**src/rtl/regfile_wb_arbiter_pkg.sv**
```systemverilog
// Shared widths, the hard-wired zero register and the round-robin pointer step
// used by the register-file writeback arbiter.
package mips_wb_pkg;

    localparam int REG_ADDR_W = 5;
    localparam int DATA_W     = 32;
    localparam logic [REG_ADDR_W-1:0] REG_ZERO = 5'd0;

    function automatic int rr_next(input int ptr, input int n);
        return (ptr + 1 >= n) ? 0 : ptr + 1;
    endfunction

endpackage

```
**src/rtl/regfile_wb_arbiter_rr_arbiter.sv**
```systemverilog
// Combinational round-robin arbiter: searches upward from ptr with wrap-around
// and returns a one-hot grant plus its binary index.
module rr_arbiter #(
    parameter int NREQ  = 2,
    parameter int PTR_W = (NREQ > 1) ? $clog2(NREQ) : 1
) (
    input  logic [NREQ-1:0]  req,
    input  logic [PTR_W-1:0] ptr,
    input  logic             enable,
    output logic [NREQ-1:0]  grant,
    output logic [PTR_W-1:0] grant_idx,
    output logic             grant_valid
);
    import mips_wb_pkg::*;

    always_comb begin
        int idx;
        grant       = '0;
        grant_idx   = '0;
        grant_valid = 1'b0;
        idx         = 0;
        if (enable) begin
            for (int k = 0; k < NREQ; k++) begin
                idx = int'(ptr) + k;
                if (idx >= NREQ) idx = idx - NREQ;
                if (!grant_valid && req[idx]) begin
                    grant[idx]  = 1'b1;
                    grant_idx   = PTR_W'(idx);
                    grant_valid = 1'b1;
                end
            end
        end
    end

endmodule

```
**src/rtl/regfile_wb_arbiter.sv**
```systemverilog
// Round-robin share of the register-file write port with a registered WE3/A3/WD3.
// Optional WB-stage forwarding from the output register: REGFILE_WB_FWD_EN.
module regfile_wb_arbiter #(
    parameter int NREQ   = 2,
    parameter int DATA_W = mips_wb_pkg::DATA_W,
    parameter int ADDR_W = mips_wb_pkg::REG_ADDR_W
) (
    input  logic                     clk,
    input  logic                     rst,
    input  logic [NREQ-1:0]          req_valid,
    input  logic [NREQ*ADDR_W-1:0]   req_addr,
    input  logic [NREQ*DATA_W-1:0]   req_data,
    output logic [NREQ-1:0]          req_ready,
    input  logic                     wb_stall,
    output logic                     WE3,
    output logic [ADDR_W-1:0]        A3,
    output logic [DATA_W-1:0]        WD3,
    input  logic [ADDR_W-1:0]        rd_addr1,
    input  logic [ADDR_W-1:0]        rd_addr2,
    output logic                     fwd_hit1,
    output logic                     fwd_hit2,
    output logic [DATA_W-1:0]        fwd_data1,
    output logic [DATA_W-1:0]        fwd_data2
);
    import mips_wb_pkg::*;

    localparam int PTR_W = (NREQ > 1) ? $clog2(NREQ) : 1;
    localparam logic [ADDR_W-1:0] ZERO_ADDR = ADDR_W'(REG_ZERO);

    logic [PTR_W-1:0]  rr_ptr_q, rr_ptr_d;
    logic              we3_q, we3_d;
    logic [ADDR_W-1:0] a3_q, a3_d;
    logic [DATA_W-1:0] wd3_q, wd3_d;

    logic [NREQ-1:0]   grant;
    logic [PTR_W-1:0]  gnt_idx;
    logic              handshake;
    logic [ADDR_W-1:0] sel_addr;
    logic [DATA_W-1:0] sel_data;

    // Reset also masks grants so no requester sees a handshake that cannot land.
    rr_arbiter #(.NREQ(NREQ), .PTR_W(PTR_W)) u_rr_arbiter (
        .req         (req_valid),
        .ptr         (rr_ptr_q),
        .enable      (~wb_stall & ~rst),
        .grant       (grant),
        .grant_idx   (gnt_idx),
        .grant_valid (handshake)
    );

    assign req_ready = grant;
    assign sel_addr  = req_addr[int'(gnt_idx)*ADDR_W +: ADDR_W];
    assign sel_data  = req_data[int'(gnt_idx)*DATA_W +: DATA_W];

    always_comb begin
        rr_ptr_d = rr_ptr_q;
        we3_d    = 1'b0;
        a3_d     = a3_q;
        wd3_d    = wd3_q;
        if (handshake) begin
            rr_ptr_d = PTR_W'(rr_next(int'(gnt_idx), NREQ));
            // A $0 destination still consumes the grant but never strobes the file.
            we3_d    = (sel_addr != ZERO_ADDR);
            a3_d     = sel_addr;
            wd3_d    = sel_data;
        end
    end

    always_ff @(posedge clk or posedge rst) begin
        if (rst) begin
            rr_ptr_q <= '0;
            we3_q    <= 1'b0;
            a3_q     <= '0;
            wd3_q    <= '0;
        end else begin
            rr_ptr_q <= rr_ptr_d;
            we3_q    <= we3_d;
            a3_q     <= a3_d;
            wd3_q    <= wd3_d;
        end
    end

    assign WE3 = we3_q;
    assign A3  = a3_q;
    assign WD3 = wd3_q;

`ifdef REGFILE_WB_FWD_EN
    assign fwd_hit1  = we3_q & (a3_q == rd_addr1) & (a3_q != ZERO_ADDR);
    assign fwd_hit2  = we3_q & (a3_q == rd_addr2) & (a3_q != ZERO_ADDR);
    assign fwd_data1 = wd3_q;
    assign fwd_data2 = wd3_q;
`else
    logic unused_rd_addr;
    assign unused_rd_addr = ^{rd_addr1, rd_addr2};
    assign fwd_hit1  = 1'b0;
    assign fwd_hit2  = 1'b0;
    assign fwd_data1 = '0;
    assign fwd_data2 = '0;
`endif

endmodule

```
**config.mk**
```make
export PLATFORM = sky130hd
export DESIGN_NAME = regfile_wb_arbiter
export DESIGN_NICKNAME = d
export VERILOG_FILES = /design/src/rtl/regfile_wb_arbiter_pkg.sv /design/src/rtl/regfile_wb_arbiter_rr_arbiter.sv /design/src/rtl/regfile_wb_arbiter.sv
export SDC_FILE = /design/constraint.sdc
export NUM_CORES = 1
export LEC_CHECK = 0
export ABC_AREA = 1
export CAP_MARGIN = 20
export CORE_UTILIZATION = 33
export CTS_CLUSTER_DIAMETER = 60
export DETAILED_ROUTE_END_ITERATION = 7
export PLACE_DENSITY = 0.8
export REMOVE_ABC_BUFFERS = 1
export SLEW_MARGIN = 20
export SYNTH_ARGS = -nofsm -noshare
export SYNTH_HDL_FRONTEND = slang
export SYNTH_SLANG_ARGS = --single-unit
```
**constraint.sdc**
```tcl
create_clock -name clk -period 1.47 [get_ports clk]
set_input_delay 0.2205 -clock clk [delete_from_list [all_inputs] [get_ports clk]]
set_output_delay 0.2205 -clock clk [all_outputs]
set_load 0.02 [all_outputs]
```
==> key figures <==
Outcome
  – Status: finished, final reports clean

Power
  – Static Leak: around 0.0018 µW
  – Pwr dens: 956 nW/µm²
  – Peak VDD IR: 0.000484 V

Synth
  – Distinct cells, synth: 19
  – Commonest cells post-synth: buf_4, nand2_1, dfrtp_1, o21ai_0, nor2_1
  – Syn_area_per_cell: between 7 and 8 µm²
  – Ys Warns: 0
  – Synth area leaders: dfrtp_1, buf_4, o21ai_0, nand2_1, o21ai_1
  – Synth Flop Type: dfrtp_1
  – Post-Synthesis Cells: between 200 and 300
  – Mapped cell area: 2340 µm²
  – Ys async rst share: 100%
  – Sequential fraction of the synthesis area: approximately two fifths
  – Yosys top cell area share: a little over two fifths
  – Register bit total from synthesis: 39
  – Post-synth top area cell: dfrtp_1
  – Post-synth EDFFs: 0
  – Most numerous cell in the Yosys netlist: buf_4

Timing
  – Slew Limit Fails: 0
  – Fin. Hold Viols: 0
  – Crit path time final: around 1.4 ns
  – Final period util: 97.8%
  – Worst clock skew: around 0.0080 ns
  – Fmax: a little under 700 MHz
  – Count of final setup violators: 0

Die
  – Die Wd: ~86 µm
  – Die height: around 86 µm
  – Boundary pin count: approximately 200
  – Starting Density: approximately 34%
  – Die area: roughly 7400 µm²
  – FP Rows: 30
  – Core region area: 6830 µm²

Finish
  – Final nets: around 500
  – Finished layout cell area: ~3600 µm²
  – Synthesis-to-layout area growth: 53.9%
  – Layout cells sized above 1: approximately 8.6%
  – Seq. cell area: 976 µm²
  – Antenna fix cells: 0
  – Final Core Density: a little over half
  – Filler instances: around 670
  – Area of the multi-input gates: between 1000 and 1500 µm²

Setup path
  – Crit-path leading delay family: buffers and inverters
  – CP Class: in2out
  – Reg2reg path depth: 9
  – Critical path arrival: 1.22 ns
  – Max FO, Critical Path: 4
  – Crit start category: input port
  – End of the worst register-to-register path: WE3
  – R2R Setup Slk: between 0.1 and 0.15 ns
  – Worst flop-to-flop path startpoint: rr_ptr_q
  – Worst path required time: approximately 1.3 ns
  – CP peak stage delay: 0.44 ns
  – Slowest CP cell: clkdlybuf4s50_1
  – CP Buf/Inv Count: 3
  – CP endpoint kind: output pin
  – CP Cell Sequence: clkdlybuf4s50_1 -> nor2_4 -> nand3_4 -> inv_4 -> clkbuf_4

Clock tree
  – Clock tree buffer depth: 2
  – Clock transition at the registers of the reported paths: 0.08 ns
  – H-Tree Depth: 2
  – Cts hold-fix bufs: 0
  – CTS tree: yes
  – CTS buffer count: 5
  – Clock Root Buffer: clkbuf_8
  – Clk Latency, worst-skew pair: a little under 0.3 ns
  – Clock net sink count: 39

Detailed routing
  – Initial drt markers: between 40 and 50
  – Final ANT Viol Nets: 0
  – WL final: between 6000 and 7000 µm
  – Via Count: approximately 2200
  – Post-DR wirelength/cell: between 10 and 15 µm
  – Via/cell ratio: around 4.3
  – DRC viols: 0
  – Pre-antenna DRT Iters: 4

Hold path
  – Min-Delay Path Class: in2async

Global routing
  – Congestion Overflow GR: 0
  – GRT Overall Usage: about 17%
  – First-pass GRT wire length: 9770 µm
  – Antenna violations before repair: 0
  – Vias in the first global route: 2053
  – Largest net degree at the start of global routing: 40

Place
  – IO buf count: between 100 and 150
  – DP Area: between 3000 and 4000 µm²
  – DP HPWL: 4520 µm
  – Final Wtd Congestion: approximately 0.7

Flow run
  – Max_cap viols: 0
[flip-flops by register name, indices dropped and copies added, names as in the netlist]
name	cells
WD3	32
WE3	1
A3	5
rr_ptr_q	1
[stage by stage]
step	hold slack [ns]	worst slack (ns)	setup TNS [ns]	power, µW	cells
after detailed placement	0.473	-0.472	-12.00	2640	506
after floorplan	0.391	-0.125	-0.319	1950	278
after global routing	0.170	-0.00571	-0.00571	3640	517
after CTS	0.474	-0.000531	-0.000531	3470	514
final	0.152	0.0321	0	3450	517
after global placement	0.469	-0.456	-10.94	2620	506
[area by class of cell]
class                           instances  share of cell area (%)
Clock buffer                            6                    2.29
Inverter                               12                    1.32
Tap cell                               96                    3.33
Clock inverter                          2                   0.972
Multi-Input combinational cell        227                    27.8
Timing Repair Buffer                  135                    37.2
Sequential cell                        39                    27.1
[cells by family (layout without fill, tap and decap cells)]
logic type / count (synthesis) / count (layout) / share of synthesized area, %
buffers and inverters: 92 / 155 / 26.4
AND/OR/NAND/NOR: 88 / 88 / 15.4
AO/OA/AOI/OAI: 73 / 73 / 16.4
flip-flops: 39 / 39 / 41.6
other: 1 / 66 / 0.160
[where the power goes]
part | switching [µW] | internal [µW] | leakage (µW)
registers | 84.8 | 1250 | 0.000481
clock network | 383 | 550 | 0.0000612
logic | 682 | 502 | 0.00128
total | 1150 | 2300 | 0.00183
[timing repair]
item,in CTS,in global routing
hold endpoints to repair,0,0
buffers inserted,0,3
setup endpoints to repair,48,19
pin swaps,1,2
gates resized for setup,48,14
[layer usage]
metal / up-vias / global-route usage (%) / part of all wire, %
li1: 1064 / - / -
met1: 1032 / 18.8 / 40
met2: 109 / 30.9 / 52
met3: 8 / 4.29 / 7.4
met4: 0 / 4.70 / 1.3
met5: - / 0 / 0
[how the worst max path moves through the flow]
stage	slack, ns	endpoint	cells past startpoint	from
2_1_floorplan	-0.13	req_ready[0]	5	rr_ptr_q
3_3_place_gp	-0.46	req_ready[0]	5	rst
3_5_place_dp	-0.47	req_ready[0]	5	rst
4_1_cts	-0.0005	req_ready[0]	6	rr_ptr_q
5_1_grt	-0.006	req_ready[1]	5	wb_stall
6_report	0.03	req_ready[1]	5	wb_stall
[tightest hold or removal path, cell delays in order]
cell            delay [ns]
dlymetal6s2s_1        0.16
buf_4                 0.15
clkinv_1              0.06
buf_12                0.23
[cell usage in the layout (no fill, tap or decap)]
cell type,instances
nand2_1,46
buf_12,5
nand3_4,1
a21oi_1,1
o21ai_2,2
clkinv_1,1
o21ai_0,39
inv_4,1
o21ai_4,1
bufinv_16,1
dlymetal6s2s_1,5
nor2_4,2
nand3_1,1
buf_6,2
clkinv_2,1
conb_1,66
nor2_1,34
inv_1,9
inv_2,1
dfrtp_1,39
o21ai_1,30
nand4_1,3
dlygate4sd2_1,35
nand2_2,1
clkbuf_8,6
clkbuf_4,1
buf_4,11
clkdlybuf4s50_1,76
Power figures use the tool's default switching activity.
